**src/rtl/clk_div_ctrl_pkg.sv**
```systemverilog
// Shared constants, state encoding and helpers for the Rx clock-divider configuration sequencer.
package clk_div_ctrl_pkg;

    localparam int unsigned RATIO_W = 8;
    localparam int unsigned CNT_W   = 8;

    // Ratios at or below this value put the divider in reference-clock bypass.
    localparam logic [RATIO_W-1:0] BYPASS_MAX = 8'd1;

    typedef enum logic [3:0] {
        ST_BOOT_RST = 4'd0,
        ST_IDLE     = 4'd1,
        ST_CHECK    = 4'd2,
        ST_DRAIN    = 4'd3,
        ST_GATE     = 4'd4,
        ST_DRST     = 4'd5,
        ST_LOAD     = 4'd6,
        ST_SETTLE   = 4'd7,
        ST_DONE     = 4'd8
    } state_e;

    // Cycles needed for the running divided period to complete; bypass counts as one.
    function automatic logic [CNT_W-1:0] drain_len(input logic [RATIO_W-1:0] ratio);
        return (ratio <= BYPASS_MAX) ? CNT_W'(1) : CNT_W'(ratio);
    endfunction

endpackage

```
**src/rtl/clk_div_ctrl_timer.sv**
```systemverilog
// Loadable down-counter shared by every timed wait of the sequencer; zero flags expiry.
module clk_div_ctrl_timer
    import clk_div_ctrl_pkg::*;
#(
    parameter logic [CNT_W-1:0] RESET_VAL = '0
) (
    input  logic             I_REF_CLK,
    input  logic             RST_EN,
    input  logic             load,
    input  logic [CNT_W-1:0] load_val,
    output logic             zero
);

    logic [CNT_W-1:0] cnt_q, cnt_d;

    always_comb begin
        cnt_d = cnt_q;
        if (load) begin
            cnt_d = load_val;
        end else if (cnt_q != '0) begin
            cnt_d = cnt_q - CNT_W'(1);
        end
    end

    always_ff @(posedge I_REF_CLK or negedge RST_EN) begin
        if (!RST_EN) begin
            cnt_q <= RESET_VAL;
        end else begin
            cnt_q <= cnt_d;
        end
    end

    assign zero = (cnt_q == '0);

endmodule

```
**src/rtl/clk_div_cfg_ctrl.sv**
```systemverilog
// Rx clock-divider configuration sequencer: boot config, then validated glitch-safe ratio changes.
// Define CLK_DIV_SAME_SKIP_EN to acknowledge a request for the current ratio without disturbing it.
module clk_div_cfg_ctrl
    import clk_div_ctrl_pkg::*;
#(
    parameter logic [RATIO_W-1:0] INIT_RATIO    = 8'd2,
    parameter logic [RATIO_W-1:0] MAX_RATIO     = 8'd128,
    parameter int unsigned        RST_CYCLES    = 2,
    parameter int unsigned        SETTLE_CYCLES = 4
) (
    input  logic               I_REF_CLK,
    input  logic               RST_EN,
    input  logic               CFG_REQ,
    input  logic [RATIO_W-1:0] CFG_RATIO,
    output logic               CFG_ACK,
    output logic               CFG_ERR,
    output logic               BUSY,
    output logic [RATIO_W-1:0] DIV_RATIO,
    output logic               DIV_CLK_EN,
    output logic               DIV_RST_N
);

    localparam logic [CNT_W-1:0] RST_LOAD    = CNT_W'(RST_CYCLES - 1);
    localparam logic [CNT_W-1:0] SETTLE_LOAD = CNT_W'(SETTLE_CYCLES - 1);

    state_e             state_q, state_d;
    logic [RATIO_W-1:0] new_ratio_q, new_ratio_d;
    logic               err_q, err_d;
    logic               boot_q, boot_d;

    logic               ack_q, ack_d;
    logic               err_out_q, err_out_d;
    logic               busy_q, busy_d;
    logic [RATIO_W-1:0] ratio_q, ratio_d;
    logic               en_q, en_d;
    logic               rstn_q, rstn_d;

    logic               tmr_load;
    logic [CNT_W-1:0]   tmr_val;
    logic               tmr_zero;

    clk_div_ctrl_timer #(
        .RESET_VAL (RST_LOAD)
    ) u_timer (
        .I_REF_CLK (I_REF_CLK),
        .RST_EN    (RST_EN),
        .load      (tmr_load),
        .load_val  (tmr_val),
        .zero      (tmr_zero)
    );

    always_ff @(posedge I_REF_CLK or negedge RST_EN) begin
        if (!RST_EN) begin
            state_q     <= ST_BOOT_RST;
            new_ratio_q <= INIT_RATIO;
            err_q       <= 1'b0;
            boot_q      <= 1'b1;
            ack_q       <= 1'b0;
            err_out_q   <= 1'b0;
            busy_q      <= 1'b1;
            ratio_q     <= INIT_RATIO;
            en_q        <= 1'b0;
            rstn_q      <= 1'b0;
        end else begin
            state_q     <= state_d;
            new_ratio_q <= new_ratio_d;
            err_q       <= err_d;
            boot_q      <= boot_d;
            ack_q       <= ack_d;
            err_out_q   <= err_out_d;
            busy_q      <= busy_d;
            ratio_q     <= ratio_d;
            en_q        <= en_d;
            rstn_q      <= rstn_d;
        end
    end

    always_comb begin
        state_d     = state_q;
        new_ratio_d = new_ratio_q;
        err_d       = err_q;
        boot_d      = boot_q;
        unique case (state_q)
            ST_BOOT_RST: if (tmr_zero) state_d = ST_LOAD;
            // Ignore REQ during the ack cycle so a new transaction starts only in the cycle after.
            ST_IDLE: begin
                if (CFG_REQ && !ack_q) begin
                    new_ratio_d = CFG_RATIO;
                    state_d     = ST_CHECK;
                end
            end
            ST_CHECK: begin
                err_d = 1'b0;
                if (new_ratio_q > MAX_RATIO) begin
                    err_d   = 1'b1;
                    state_d = ST_DONE;
                end
`ifdef CLK_DIV_SAME_SKIP_EN
                else if (new_ratio_q == ratio_q) begin
                    state_d = ST_DONE;
                end
`endif
                else begin
                    state_d = ST_DRAIN;
                end
            end
            ST_DRAIN:  if (tmr_zero) state_d = ST_GATE;
            ST_GATE:   state_d = ST_DRST;
            ST_DRST:   if (tmr_zero) state_d = ST_LOAD;
            ST_LOAD:   state_d = ST_SETTLE;
            ST_SETTLE: begin
                if (tmr_zero) begin
                    state_d = boot_q ? ST_IDLE : ST_DONE;
                    boot_d  = 1'b0;
                end
            end
            ST_DONE:   state_d = ST_IDLE;
            default:   state_d = ST_BOOT_RST;
        endcase
    end

    // Enable drops one cycle before the divider reset and returns one cycle after its release.
    always_comb begin
        ack_d     = (state_q == ST_DONE);
        err_out_d = (state_q == ST_DONE) && err_q;
        busy_d    = (state_d != ST_IDLE);
        en_d      = !(state_d inside {ST_BOOT_RST, ST_GATE, ST_DRST, ST_LOAD});
        rstn_d    = !(state_d inside {ST_BOOT_RST, ST_DRST});
        ratio_d   = (state_d == ST_LOAD) ? new_ratio_q : ratio_q;
        tmr_load  = 1'b0;
        tmr_val   = '0;
        if (state_d != state_q) begin
            case (state_d)
                ST_DRAIN: begin
                    tmr_load = 1'b1;
                    tmr_val  = drain_len(ratio_q) - CNT_W'(1);
                end
                ST_DRST: begin
                    tmr_load = 1'b1;
                    tmr_val  = RST_LOAD;
                end
                ST_SETTLE: begin
                    tmr_load = 1'b1;
                    tmr_val  = SETTLE_LOAD;
                end
                default: begin
                    tmr_load = 1'b0;
                    tmr_val  = '0;
                end
            endcase
        end
    end

    assign CFG_ACK    = ack_q;
    assign CFG_ERR    = err_out_q;
    assign BUSY       = busy_q;
    assign DIV_RATIO  = ratio_q;
    assign DIV_CLK_EN = en_q;
    assign DIV_RST_N  = rstn_q;

endmodule

```
**config.mk**
```make
export PLATFORM = sky130hd
export DESIGN_NAME = clk_div_cfg_ctrl
export DESIGN_NICKNAME = d
export VERILOG_FILES = /design/src/rtl/clk_div_ctrl_pkg.sv /design/src/rtl/clk_div_ctrl_timer.sv /design/src/rtl/clk_div_cfg_ctrl.sv
export SDC_FILE = /design/constraint.sdc
export NUM_CORES = 1
export LEC_CHECK = 0
export CAP_MARGIN = 15
export CORE_MARGIN = 3
export CORE_UTILIZATION = 67
export DETAILED_ROUTE_END_ITERATION = 12
export DONT_BUFFER_PORTS = 1
export GPL_TIMING_DRIVEN = 0
export PLACE_DENSITY = 0.91
export SYNTH_ARGS = -nofsm -noshare
export SYNTH_HDL_FRONTEND = slang
export SYNTH_SLANG_ARGS = --single-unit
```
**constraint.sdc**
```tcl
create_clock -name I_REF_CLK -period 4.25 [get_ports I_REF_CLK]
set_input_delay 1.0625 -clock I_REF_CLK [delete_from_list [all_inputs] [get_ports I_REF_CLK]]
set_output_delay 1.0625 -clock I_REF_CLK [all_outputs]
set_load 0.02 [all_outputs]
```
Word-level counts from Yosys, hierarchy flattened
Index checks and enable logic that the tools add are counted.

Bits in writable memories: 0. Word-level logic and storage cells: 61. Output and inout port bits: 13. Latch bits: 0. Memories: 0. Register bits: 35. Input bits: 11. Memory bits (read-only): 0.

Multiplexer cells: 15. Shift operators: 0. Add/sub/neg operators: 2. Reductions and logical operators: 16. Bitwise logic cells: 0. $mul: 0. Div/mod/pow operators: 0. $lt $le $gt $ge: 2. Eq/ne operators: 15.

Operators with widths (number): 4-bit by 3-bit equality test with 1-bit output, second input constant (8); 8-bit two-way mux (4); 4-bit one-hot mux with 8 select lines (1); 4-bit two-way mux (6); 8-bit one-hot mux with 3 select lines (1); 8-bit by 1-bit subtractor with 8-bit output, second input constant (2); 4-bit by 2-bit equality test with 1-bit output, second input constant (3); 8-bit greater-than comparator, second input constant (1); 8-bit by 1-bit less-or-equal comparator with 1-bit output, second input constant (1); 4-bit zero test (2); 8-bit zero test (1); 8-bit nonzero test (1); 4-bit by 1-bit equality test with 1-bit output, second input constant (1); 4-bit equality test, second input constant (1); 4-bit by 1-bit inequality test with 1-bit output, second input constant (1); 4-bit inequality test (1); 2-bit AND reduction (2); 2-bit nonzero test (2); 4-bit nonzero test (1); 1-bit zero test (3); 1-bit two-way mux (3); 3-bit OR reduction (1); 1-bit logical AND (2); 2-bit OR reduction (1).

Depth between registers and ports, before layout
Word-level depth: 9. Depth in mapped cells: 10. Gate-level depth less buffers: 9.

By module
From an unflattened synthesis, not the netlist that was laid out.

Cells, all modules: 187. Area total of the unflattened synthesis: 1866.8 sq um.

Modules (own cells, without submodules): clk_div_cfg_ctrl (cells each 133, sequential area each 680.7 sq um, instances 1, area an instance 1388.8 sq um); clk_div_ctrl_timer (cells each 54, sequential area each 201.4 sq um, instances 1, area an instance 478.0 sq um).

Least setup slack after synthesis
Ideal clock, no wire load.

Kind: in2reg. Start point: input CFG_REQ. End point: register u_timer.cnt_q[2]. Setup time: 83 ps. Path slack: 1818 ps. Path buffers: 0. Required time: 4167 ps. Stages: 7. Data arrival time: 2350 ps. Path through: nor4b_2 nand2_1 o31ai_1 o31ai_2 a21oi_2 or2_1 o22ai_1.

Word-level cells in the longest chain between the ends: 8. Elaborated cells on any way between the ends: 14. Classes of those cells: eq/ne: 4; mux: 7; reduce/logical: 3.

Ends and longest elaborated chain: from (decl) (line clk_div_cfg_ctrl.sv:13) `input logic CFG_REQ,`; 1-bit logical AND (*) (line clk_div_cfg_ctrl.sv:87) `if (CFG_REQ && !ack_q) begin`; 4-bit two-way mux (*) (line clk_div_cfg_ctrl.sv:87); 4-bit one-hot mux with 8 select lines (*) (line clk_div_cfg_ctrl.sv:83) `unique case (state_q)`; 4-bit by 3-bit equality test with 1-bit output or 4-bit by 2-bit equality test with 1-bit output (tied branches) (line clk_div_cfg_ctrl.sv:133) `case (state_d)`; 3-bit OR reduction (no line); 1-bit two-way mux (line clk_div_cfg_ctrl.sv:133); 1-bit two-way mux (line clk_div_cfg_ctrl.sv:132) `if (state_d != state_q) begin`; 8-bit two-way mux or 2-bit nonzero test (tied branches); to (signal assigned) (line clk_div_ctrl_timer.sv:29) `cnt_q <= cnt_d;`; to (decl) (line clk_div_ctrl_timer.sv:14) `logic [CNT_W-1:0] cnt_q, cnt_d;`.

Every way passes the cells marked *; elsewhere a longest branch is shown, timed or not. A chain may end at the register's enable or synchronous reset.

Final worst setup path
Start point: register u_timer.cnt_q[0]. End point: register en_q, in the netlist DIV_CLK_EN.

Word-level cells in the longest chain between the ends: 6. Elaborated cells on any way between the ends: 11. Classes of those cells: eq/ne: 3; mux: 4; reduce/logical: 4.

Ends and longest elaborated chain: 8-bit zero test (*) (line clk_div_ctrl_timer.sv:33) `assign zero = (cnt_q == '0);`; 4-bit two-way mux, on equally long branches; 4-bit one-hot mux with 8 select lines (*) (line clk_div_cfg_ctrl.sv:83); via state_d[1] (line clk_div_cfg_ctrl.sv:26) `state_e state_q, state_d;`; 4-bit by 3-bit equality test with 1-bit output or 4-bit zero test (tied branches) (line clk_div_cfg_ctrl.sv:127) `en_d = !(state_d inside {ST_BOOT_RST, ST_GATE, ST_DRST, ST_LOAD});`; 4-bit nonzero test (*) (line clk_div_cfg_ctrl.sv:127); 1-bit zero test (*) (line clk_div_cfg_ctrl.sv:127); via en_d (line clk_div_cfg_ctrl.sv:35) `logic en_q, en_d;`; to (signal assigned) (line clk_div_cfg_ctrl.sv:73) `en_q <= en_d;`; to (decl) (line clk_div_cfg_ctrl.sv:35).

The timed path passes the listed nets; every way through them passes the cells marked *.

==> metrics.txt <==
outcome=complete, no violations; full die area=between 0.003 and 0.004 mm2; CTS Buffer Depth=2; post-layout minimum cycle time=about 2.4 ns; RSZ-0062 raised after global routing=false; post-route non-filler standard cell count=210; Post-CTS Resized=0; fmax=a little over 0.4 GHz; CP arrival=approximately 2.6 ns; H-tree Lvls=2; commonest non-fill, non-tap cell in the layout=dfrtp_1; share of cells above drive strength 1=0.300; post-route ant nets=0; most frequent cells in the layout=dfrtp_1, mux2_2, nand2_1, nor2_1, a21oi_1; GR Overflow Total=0; initial core utilization=0.743; Pwr per Cell Area=870 mW/mm2; largest net degree at the start of global routing=36; row cnt=18; CP delay by family, top=simple AND/OR/NAND/NOR gates; CP endpoint kind=register; Critical R2R Launch=u_timer.cnt_q[0]; Remaining DRCs=0; vias in the first global route=approximately 1.4k; Avg Cell Area, Syn=between 10 and 15 um2; GR Util All Layers=0.245; die height=about 60 um; Syn Inst Count=between 150 and 200; Inst Count DP=202; Setup CP Type=reg2reg; Worst setup SP type=register; Vias=approximately 1.3k; Yosys reg bits=35; crit path max-delay cell type=or4_4; Seq/Total Area, Yosys=0.455; clk sinks=35; first-pass GRT wire length=around 6500 um; FF-to-FF End=DIV_CLK_EN; I/O Pins=24; worst min-delay path class=in2async; Worst-path clk slew=about 0.12 ns; hold_buf cts=0; Slew @ Worst Pin=about 0.57 ns; peak supply drop=about 650 uV; Distinct cells, synth=54; Period Utilization, post-route=0.569; leakage=~0.87 nW; via-per-instance ratio=between 6 and 7; Slew headroom=0.614; clock skew=around 0.015 ns; dpl hpwl=around 2800 um; port bufs=0; clk_lat worst skew=between 0.3 and 0.4 ns; Max-Cap Viols=0; antenna violations before repair=0; clk root buf=clkbuf_4; CTS buffer count=5; crit-path cells=inv_1, ha_1, nor3b_2, nand2_2, or4_4, buf_6, o2111ai_2, nand2_1, o21ai_1, a22oi_2; wire length per cell=~17 um; setup TNS=0 ns; ant diodes=0; syn nets=around 190; TritonRoute pass-1 iters=4; CORE AREA=about 0.0026 mm2; Fin. Hold Viols=0; number of buffers and inverters on the critical path=2; crit-path max FO=9; Critical Path RT=4.46 ns; FF-to-FF setup slack=approximately 1.8 ns; synth-to-layout area growth=6.13%; final slew viol count=0; r2r worst-path depth=10; die extent in x=~60 um; fin nets=approximately 190; Netlist Area Pre-Place=slightly below 0.002 mm2; Final setup viols=0; Detailed Route WL=approximately 3700 um; Iteration-0 DRC Markers=75; synth warn=0; Largest stage delay, worst path=0.51 ns; CTS tree=built; setup bufs post-CTS=0; GP Congestion=around 0.9
[kinds of logic (layout without fill, tap and decap cells)]
| logic type | after synthesis | after routing | synth area share |
|---|---|---|---|
| AND/OR/NAND/NOR | 58 | 58 | 0.180 |
| AO/OA/AOI/OAI | 37 | 37 | 0.158 |
| flip-flops | 35 | 35 | 0.455 |
| multiplexers | 18 | 18 | 0.103 |
| buffers and inverters | 13 | 21 | 0.0509 |
| XOR/XNOR | 9 | 9 | 0.0406 |
| adder cells (fa/ha/maj) | 2 | 2 | 0.0129 |
[per-layer routing]
metal / wire [um] / vias to the layer above / track usage / part of all wire
li1: - / 647 / - / -
met1: 1540 / 635 / 0.311 / 0.42
met2: 1870 / 39 / 0.397 / 0.51
met3: 229 / 6 / 0.0734 / 0.063
met4: 27 / 0 / 0.0886 / 0.0074
met5: 0 / - / 0 / 0
[stage by stage]
step           power, mW   util  area, um2  setup slack (ns)  hold WS (ns)
6_report            1.79  0.788       2060              1.83         0.391
2_1_floorplan       1.38      -       1940              1.82         0.454
5_1_grt             1.93  0.788       2060              1.57         0.359
3_3_place_gp        1.50  0.757       1980              1.64         0.486
3_5_place_dp        1.56  0.757       1980              1.58         0.500
4_1_cts             1.80  0.788       2060              1.83         0.387
[report_power, final]
group,internal (mW),switching [mW],leakage [nW]
clock,0.124,0.113,0.0452
sequential,0.491,0.207,0.430
combinational,0.410,0.447,0.393
total,1.02,0.767,0.868
[synth_stat cells, drive strengths merged]
cell	number	area [um2]
or4	4	37.5
o22ai	4	25.0
nand2	15	58.8
nor2	13	51.3
o2111ai	1	15.0
nor2b	1	6.26
nand2b	4	25.0
xor2	3	26.3
buf	6	72.6
dfrtp	30	751
or3	1	6.26
or2	3	18.8
o31ai	2	20.0
and2	2	15.0
xnor2	6	52.6
a21oi	10	57.6
o41ai	3	52.6
nor4	2	27.5
a22oi	1	12.5
mux2i	2	20.0
a311oi	1	8.76
inv	7	26.3
mux2	16	180
a31oi	1	6.26
a2bb2oi	1	8.76
o211ai	1	7.51
o22a	1	8.76
dfstp	5	131
ha	2	25.0
a211oi	1	20.0
o21ai	7	38.8
a311o	1	10.0
a21boi	2	15.0
nor4b	4	41.3
nor3b	3	27.5
or3b	1	8.76
nor3	5	25.0
[flip-flops by register name (all words and copies together), names as in the netlist]
register       count
CFG_ACK            1
CFG_ERR            1
boot_q             1
DIV_RATIO          8
DIV_CLK_EN         1
new_ratio_q        8
u_timer.cnt_q      8
err_q              1
BUSY               1
state_q            4
DIV_RST_N          1
[worst max path at each step]
stage	startpoint	endpoint	slack (ns)	cells past startpoint
global route	u_timer.cnt_q[0]	u_timer.cnt_q[2]	1.57	9
finish	u_timer.cnt_q[0]	DIV_CLK_EN	1.83	10
detailed placement	CFG_REQ	u_timer.cnt_q[2]	1.58	7
floorplan	CFG_REQ	u_timer.cnt_q[2]	1.82	7
CTS	u_timer.cnt_q[0]	DIV_CLK_EN	1.83	10
global placement	CFG_REQ	u_timer.cnt_q[5]	1.64	7
[layout make-up]
cell class,count,area [um2]
Buffer,6,72.6
Clock buffer,5,37.5
Clock inverter,3,43.8
Fill cell,152,553
Inverter,7,26.3
Multi-Input combinational cell,124,960
Sequential cell,35,882
Tap cell,30,37.5
Power figures use the tool's default switching activity.
